## config.mk

```make
export PLATFORM = sky130hd
export DESIGN_NAME = shift_add_multiplier_seq
export DESIGN_NICKNAME = d
export VERILOG_FILES = /design/src/rtl/shift_add_multiplier_seq.sv
export SDC_FILE = /design/constraint.sdc
export NUM_CORES = 1
export LEC_CHECK = 0
export ABC_AREA = 1
export BUFFER_PORTS_ARGS = -buffer_cell sky130_fd_sc_hd__buf_2
export CORE_AREA = 2 2 71 73
export CTS_BUF_LIST = sky130_fd_sc_hd__clkbuf_2 sky130_fd_sc_hd__clkbuf_4 sky130_fd_sc_hd__clkbuf_8
export DETAILED_ROUTE_END_ITERATION = 6
export DIE_AREA = 0 0 73 75
export GPL_TIMING_DRIVEN = 0
export PLACE_DENSITY = 0.95
export SLEW_MARGIN = 20
export SYNTH_ARGS = -nofsm -noshare
export SYNTH_HDL_FRONTEND = slang
export SYNTH_SLANG_ARGS = --single-unit
```

## constraint.sdc

```tcl
create_clock -name i_clk -period 5.55 [get_ports i_clk]
set_clock_uncertainty 0.05 [all_clocks]
set_input_delay 0.2775 -clock i_clk [delete_from_list [all_inputs] [get_ports i_clk]]
set_output_delay 0.2775 -clock i_clk [all_outputs]
set_load 0.005 [all_outputs]
```

## src/rtl/shift_add_multiplier_seq.sv

```systemverilog
// Sequential shift-and-add multiplier: one multiplier bit per cycle, LSB first.
// Signed mode multiplies magnitudes and applies the product sign at completion.
module shift_add_multiplier_seq #(
    parameter int unsigned DATA_WIDTH_A = 8,
    parameter int unsigned DATA_WIDTH_B = 8,
    parameter int unsigned DATA_WIDTH_C = DATA_WIDTH_A + DATA_WIDTH_B,
    parameter int unsigned SIGNED       = 0
) (
    input  logic                    i_clk,
    input  logic                    i_rst,
    input  logic [DATA_WIDTH_A-1:0] i_a,
    input  logic [DATA_WIDTH_B-1:0] i_b,
    input  logic                    i_valid,
    output logic                    o_accept,
    output logic                    o_busy,
    output logic [DATA_WIDTH_C-1:0] o_c,
    output logic                    o_done
);

    localparam int unsigned CntW = (DATA_WIDTH_B > 1) ? $clog2(DATA_WIDTH_B) : 1;

    typedef enum logic {
        StIdle,
        StBusy
    } state_e;

    state_e                  state_q;
    logic [CntW-1:0]         cnt_q;
    logic [DATA_WIDTH_C-1:0] acc_q;
    logic [DATA_WIDTH_A-1:0] mcand_q;
    logic [DATA_WIDTH_B-1:0] mplier_q;
    logic                    sign_q;

    logic                    a_neg;
    logic                    b_neg;
    logic [DATA_WIDTH_A-1:0] a_mag;
    logic [DATA_WIDTH_B-1:0] b_mag;
    logic [DATA_WIDTH_C-1:0] addend;
    logic [DATA_WIDTH_C-1:0] acc_sum;
    logic [DATA_WIDTH_C-1:0] result;
    logic                    last_iter;

    // Operand magnitudes, partial-product addend and signed final result.
    always_comb begin
        a_neg     = (SIGNED != 0) && i_a[DATA_WIDTH_A-1];
        b_neg     = (SIGNED != 0) && i_b[DATA_WIDTH_B-1];
        // Unsigned at full width, so the most negative operand maps exactly.
        a_mag     = a_neg ? (~i_a + DATA_WIDTH_A'(1)) : i_a;
        b_mag     = b_neg ? (~i_b + DATA_WIDTH_B'(1)) : i_b;
        addend    = mplier_q[0] ? (DATA_WIDTH_C'(mcand_q) << cnt_q) : '0;
        acc_sum   = acc_q + addend;
        // Negating a zero magnitude yields zero, so no special case is needed.
        result    = sign_q ? (~acc_sum + DATA_WIDTH_C'(1)) : acc_sum;
        last_iter = (cnt_q == CntW'(DATA_WIDTH_B - 1));
    end

    assign o_accept = (state_q == StIdle);

    // Control FSM, datapath registers and registered outputs.
    always_ff @(posedge i_clk) begin
        if (i_rst) begin
            state_q  <= StIdle;
            cnt_q    <= '0;
            acc_q    <= '0;
            mcand_q  <= '0;
            mplier_q <= '0;
            sign_q   <= 1'b0;
            o_busy   <= 1'b0;
            o_done   <= 1'b0;
            o_c      <= '0;
        end else begin
            case (state_q)
                StIdle: begin
                    o_done <= 1'b0;
                    if (i_valid) begin
                        state_q  <= StBusy;
                        o_busy   <= 1'b1;
                        cnt_q    <= '0;
                        acc_q    <= '0;
                        mcand_q  <= a_mag;
                        mplier_q <= b_mag;
                        sign_q   <= a_neg ^ b_neg;
                    end
                end
                StBusy: begin
                    acc_q    <= acc_sum;
                    mplier_q <= mplier_q >> 1;
                    cnt_q    <= cnt_q + CntW'(1);
                    // Always runs the full DATA_WIDTH_B iterations for fixed latency.
                    if (last_iter) begin
                        state_q <= StIdle;
                        o_busy  <= 1'b0;
                        o_done  <= 1'b1;
                        o_c     <= result;
                    end
                end
                default: begin
                    state_q <= StIdle;
                    o_busy  <= 1'b0;
                    o_done  <= 1'b0;
                end
            endcase
        end
    end

endmodule

```

== After elaboration in Yosys (flattened, before gate mapping) ==
Cells that the tools add are included.
W data, S select, Z words.

* Output and inout port bits: 19
* Register bits: 54
* Logic and storage cells: 33

* Eq/ne operators: 3
* Shift operators: 1
* Bitwise logic cells: 1
* Add/subtract/negate cells: 2
* Reductions and logical operators: 3
* Multiplexer cells: 15

{| class="wikitable"
|+ Operators with widths
! kind !! count
|-
| $mux W16 || 2
|-
| $pmux W16 S2 || 1
|-
| $add A16 B16 Y16 || 1
|-
| $pmux W8 S2 || 1
|-
| $shl A8 B3 Y16 || 1
|-
| $mux W8 || 1
|-
| $pmux W1 S2 || 3
|-
| $pmux W3 S2 || 1
|-
| $reduce_and A2 Y1 || 3
|-
| $mux W1 || 5
|-
| $add A3 B1 Y3 const B || 1
|-
| $eq A3 B3 Y1 const B || 1
|-
| $mux W3 || 1
|-
| $ne A2 B1 Y1 const B || 1
|-
| $ne A2 B2 Y1 const B || 1
|-
| $not A1 Y1 || 1
|}

== Logic depth before layout (Yosys ltp) ==
* Depth after elaboration: 4
* Mapped depth: 17
* Gate-level depth less buffers: 17

== Worst setup path after synthesis ==
OpenSTA, ideal clock, no wires.

* Path kind: reg2reg
* Start point: register cnt_q[1]
* End point: register acc_q[7]
* Data arrival time: 2.082 ns
* Stages on the path, launching flop included: 13
* Period minus slack after synthesis: 2.250 ns
* Slack: 3.300 ns
* Setup time: 0.119 ns
* Buffers on the path: 1
* Cell sequence: dfxtp_1 buf_2 clkinv_1 o21ai_0 o22ai_1 ha_1 nand2_1 inv_1 a21oi_1 nand2_1 or2_2 nand3_1 a21oi_1

* Longest elaborated chain between the ends: 4

{| class="wikitable"
|+ Ends and longest elaborated chain
! element !! RTL line !! text
|-
| start: declaration || 28 || <nowiki>logic [CntW-1:0] cnt_q;</nowiki>
|-
| start signal: assignment || 88 || <nowiki>cnt_q <= cnt_q + CntW'(1);</nowiki>
|-
| $shl A8 B3 Y16 || 50 || <nowiki>addend = mplier_q[0] ? (DATA_WIDTH_C'(mcand_q) << cnt_q) : '0;</nowiki>
|-
| $mux W16 || 50 ||
|-
| $add A16 B16 Y16 || 51 || <nowiki>acc_sum = acc_q + addend;</nowiki>
|-
| $pmux W16 S2 || 72 || <nowiki>case (state_q)</nowiki>
|-
| end signal: assignment || 86 || <nowiki>acc_q <= acc_sum;</nowiki>
|-
| end: declaration || 29 || <nowiki>logic [DATA_WIDTH_C-1:0] acc_q;</nowiki>
|}

Every way passes these cells.
A chain may end at the register's enable or synchronous reset.

== Final worst setup path ==
Same ends and word-level chain as after synthesis.

==> flow_summary_export.csv <==
group,metric,value,unit
critical_path,worstSetupEndpointType,"flip-flop",
clock_network,clk_pin_slew_worst_paths,0.10,ns
yosys,synth_cell_types,32,
critical_path,reg2regPathDepth,12,
yosys,postSynthNetCount,484,
pwr,power_report.internal_total,0.558,mW
pwr,power_switching_share,25.1,%
drt,detail_route.iter0.violations,207,
critical_path,cp_max_fo,10,
yosys,yosysTopAreaCell,"sky130_fd_sc_hd__dfxtp_1",
finish,final_cell_area,3360,µm²
yosys,yosys_warnings,0,
sta,slew-limit-headroom,65.0,%
die,die_x,73,µm
drt,routed-via-count,2937,
sta,setup_violators_final,0,
clock_network,clock_insertion_delay_worst_skew,0.31,ns
clock_network,cts_num_sinks,54,
sta,final_min_period_over_clock_period,47.8,%
finish,num-nets-final,527,
yosys,synth-main-ff-cell,"sky130_fd_sc_hd__dfxtp_1",
min_path,worst_hold_path.num_cells,3,
min_path,hp-class,"input pin to flip-flop",
die,io_pins,38,
run,cap_viol_max_count,0,
die,dieArea,5480,µm²
pwr,irDropWorstVdd,197,µV
sta,clock.fmax,377,MHz
critical_path,worstPathCellList,"buf_2 > clkinv_1 > o21ai_0 > o22ai_1 > ha_1 > nand2_1 > inv_1 > a21oi_1 > nand2_1 > or2_2 > nand3_1 > a21oi_1",
critical_path,crit_path_launch_type,"flip-flop",
yosys,netlist_top_cells_area,"sky130_fd_sc_hd__dfxtp_1 36%, sky130_fd_sc_hd__nand2_1 19%, sky130_fd_sc_hd__ha_1 7.1%, sky130_fd_sc_hd__inv_1 5.5%, sky130_fd_sc_hd__nand3_1 5.3%",
critical_path,worstSetupStartpoint,"cnt_q[1]",
die,core,4660,µm²
critical_path,critical_path_cell_count,12,
yosys,synth.ff_latch_count,54,
critical_path,crit_path_top_delay_cell,"sky130_fd_sc_hd__ha_1",
pwr,share_comb_of_total_power,10.4,%
critical_path,worst-path-buf-inv,3,
yosys,synth_top_area_share,36.0,%
clock_network,post-cts-setup-buffers,0,
clock_network,ctsRootBufferMaster,"sky130_fd_sc_hd__clkbuf_8",
critical_path,cp_slowest_stage_delay,0.36,ns
placement,detailedPlacementHpwl,5.14,mm
die,die_h,75,µm
critical_path,cell_family_with_the_largest_share_of_critical_path_delay,"compound AO/OA/AOI/OAI gates",
die,placement_rows,25,
grt,globalRoute.busiestLayer,"met2",
min_path,hold_path_startpoint,"i_a[6]",
pwr,power.density_cell_area,222,nW/µm²
drt,wire_per_inst,12.4,µm
yosys,synthMostInstantiatedCell,"sky130_fd_sc_hd__nand2_1",
die,start_util,64.4,%
placement,finalWeightedCongestion,0.894,
clock_network,depth_of_the_cts_h_tree,2,
grt,globalRouteMet2Util,45.6,%
critical_path,reg2reg_from,"cnt_q[1]",
sta,finalWorstPathRequiredPeriod,2.65,ns
yosys,synth.avg_cell_area,6.71,µm²
sta,slew_viol_final,0,
finish,layout-drive-gt1-share,13.2,%
grt,first_global_vias,2558,
placement,port-buffer-count,36,
critical_path,required,5.71,ns
placement,place_inst,537,
sta,totalNegativeSetupSlack,0,ns
drt,drc_errors,0,
sta,tightest_slew,0.524,ns
drt,total_wire_length,6.76,mm
grt,grt_use_met1,32.7,%
pwr,share_clk_of_total_power,35.2,%
finish,antennaDiodeCount,0,
grt,global_route.overflow_total,0,
clock_network,ctsResizeCount,0,
pwr,power.share.sequential,54.4,%
yosys,count_of_flip_flops_with_a_built_in_enable_after_synthesis,0,
yosys,synthesis.instances,447,
drt,ant_nets,0,
sta,unrepaired_setup_endpoints_after_global_routing,"no",
clock_network,cts_inserted_buffers,5,
yosys,share_of_synthesized_flip_flops_with_an_asynchronous_set_or_reset,0,%
clock_network,clk_path_buf_depth,2,
grt,grt_first_pass_wirelength,11.1,mm
grt,grt_use_met3,4.82,%
critical_path,crit_type,"flip-flop to flip-flop",
clock_network,tritoncts_clock_tree,"built",
pwr,p_switching,0.187,mW
yosys,synth_commonest_cells,"152 x sky130_fd_sc_hd__nand2_1, 54 x sky130_fd_sc_hd__dfxtp_1, 44 x sky130_fd_sc_hd__inv_1, 38 x sky130_fd_sc_hd__nor2_1, 32 x sky130_fd_sc_hd__nand3_1",
clock_network,cts-hold-fix-buffers,0,
yosys,mappedNetlistArea,3000,µm²
pwr,total_power,0.745,mW
drt,dr.pass1.iters,4,
placement,placed_area,3250,µm²
status,status,"completed",
critical_path,cp.arrival,2.82,ns
pwr,total_leakage_power,1.76,nW
finish,post_layout_nonfiller_instances,545,
drt,vias_per_cell,5.39,
yosys,synth.yosys.seq_area_share,36.0,%
grt,antenna_found_initial,0,
finish,syn_to_final_growth,11.9,%
grt,grt_start_max_net_pins,17,
grt,global_route.usage.total,26.0,%
finish,post-route-util,72.0,%
sta,finalHoldViolations,0,
[through the flow]
stage	worst slack [ns]	hold slack [ns]
after floorplan	3.30	0.375
after global placement	3.00	0.381
after detailed placement	2.96	0.386
after CTS	2.94	0.163
after global routing	2.72	0.165
final	2.90	0.169
[layout make-up]
cell class / instances / area, µm²
multi-input cells: 329 / 1660
fillers: 388 / 1300
flip-flops and latches: 54 / 1080
inverters: 52 / 198
repair buffers: 36 / 180
clock buffers: 5 / 68.8
well taps: 54 / 67.6
plain buffers: 12 / 60.1
clock inverters: 3 / 40.0
[path summary, 6_finish.rpt]
kind	slack (ns)	end
worst max register to register	2.90	acc_q[7]
worst min register to register	0.40	o_c[12]
worst max-delay path	2.90	acc_q[7]
worst min-delay path	0.17	mcand_q[6]
[logic make-up after synthesis]
group	share of synthesized area, %
and+or+nand+nor	32.9
AOI/OAI and AO/OA	12.6
buffers and inverters	8.59
DFF	36.0
adders and majority gates	7.76
xor gates and xnor gates	1.75
muxes	0.334
[sequential cells by signal, indices dropped and copies added (netlist names)]
signal and count:
mcand_q 8, cnt_q 3, o_done 1, acc_q 16, o_busy 1, o_c 16
mplier_q 8, state_q 1
[routing by layer]
layer  vias up  wire length (µm)
met5         -                 0
met4         0                84
met3        10               309
met2        72              3310
met1      1330              3050
li1       1525                 -
[power by group through the flow]
stage	clock network (mW)	logic, mW	registers (mW)
after global routing	0.284	0.0862	0.407
after CTS	0.268	0.0769	0.405
after detailed placement	0	0.0760	0.414
after floorplan	0	0.0548	0.413
after global placement	0	0.0736	0.414
final	0.263	0.0773	0.405
[worst register-to-register path: cells and delay by family, from the launching register on]
family / cells / cell delay, ns
DFF: 1 / 0.34
buffers and inverters: 3 / 0.49
and+or+nand+nor: 4 / 0.64
AOI/OAI and AO/OA: 4 / 0.68
adders and majority gates: 1 / 0.36
[cells in the final DEF (no fill, tap or decap), types with 6 or more instances in the layout]
master	n
sky130_fd_sc_hd__nand2_1	152
sky130_fd_sc_hd__dfxtp_1	54
sky130_fd_sc_hd__inv_1	44
sky130_fd_sc_hd__buf_2	42
sky130_fd_sc_hd__nor2_1	38
sky130_fd_sc_hd__nand3_1	32
sky130_fd_sc_hd__o21ai_0	28
sky130_fd_sc_hd__a21oi_1	17
sky130_fd_sc_hd__ha_1	17
sky130_fd_sc_hd__o22ai_1	8
sky130_fd_sc_hd__o21ai_1	8
sky130_fd_sc_hd__inv_2	6
Power figures use the tool's default switching activity.
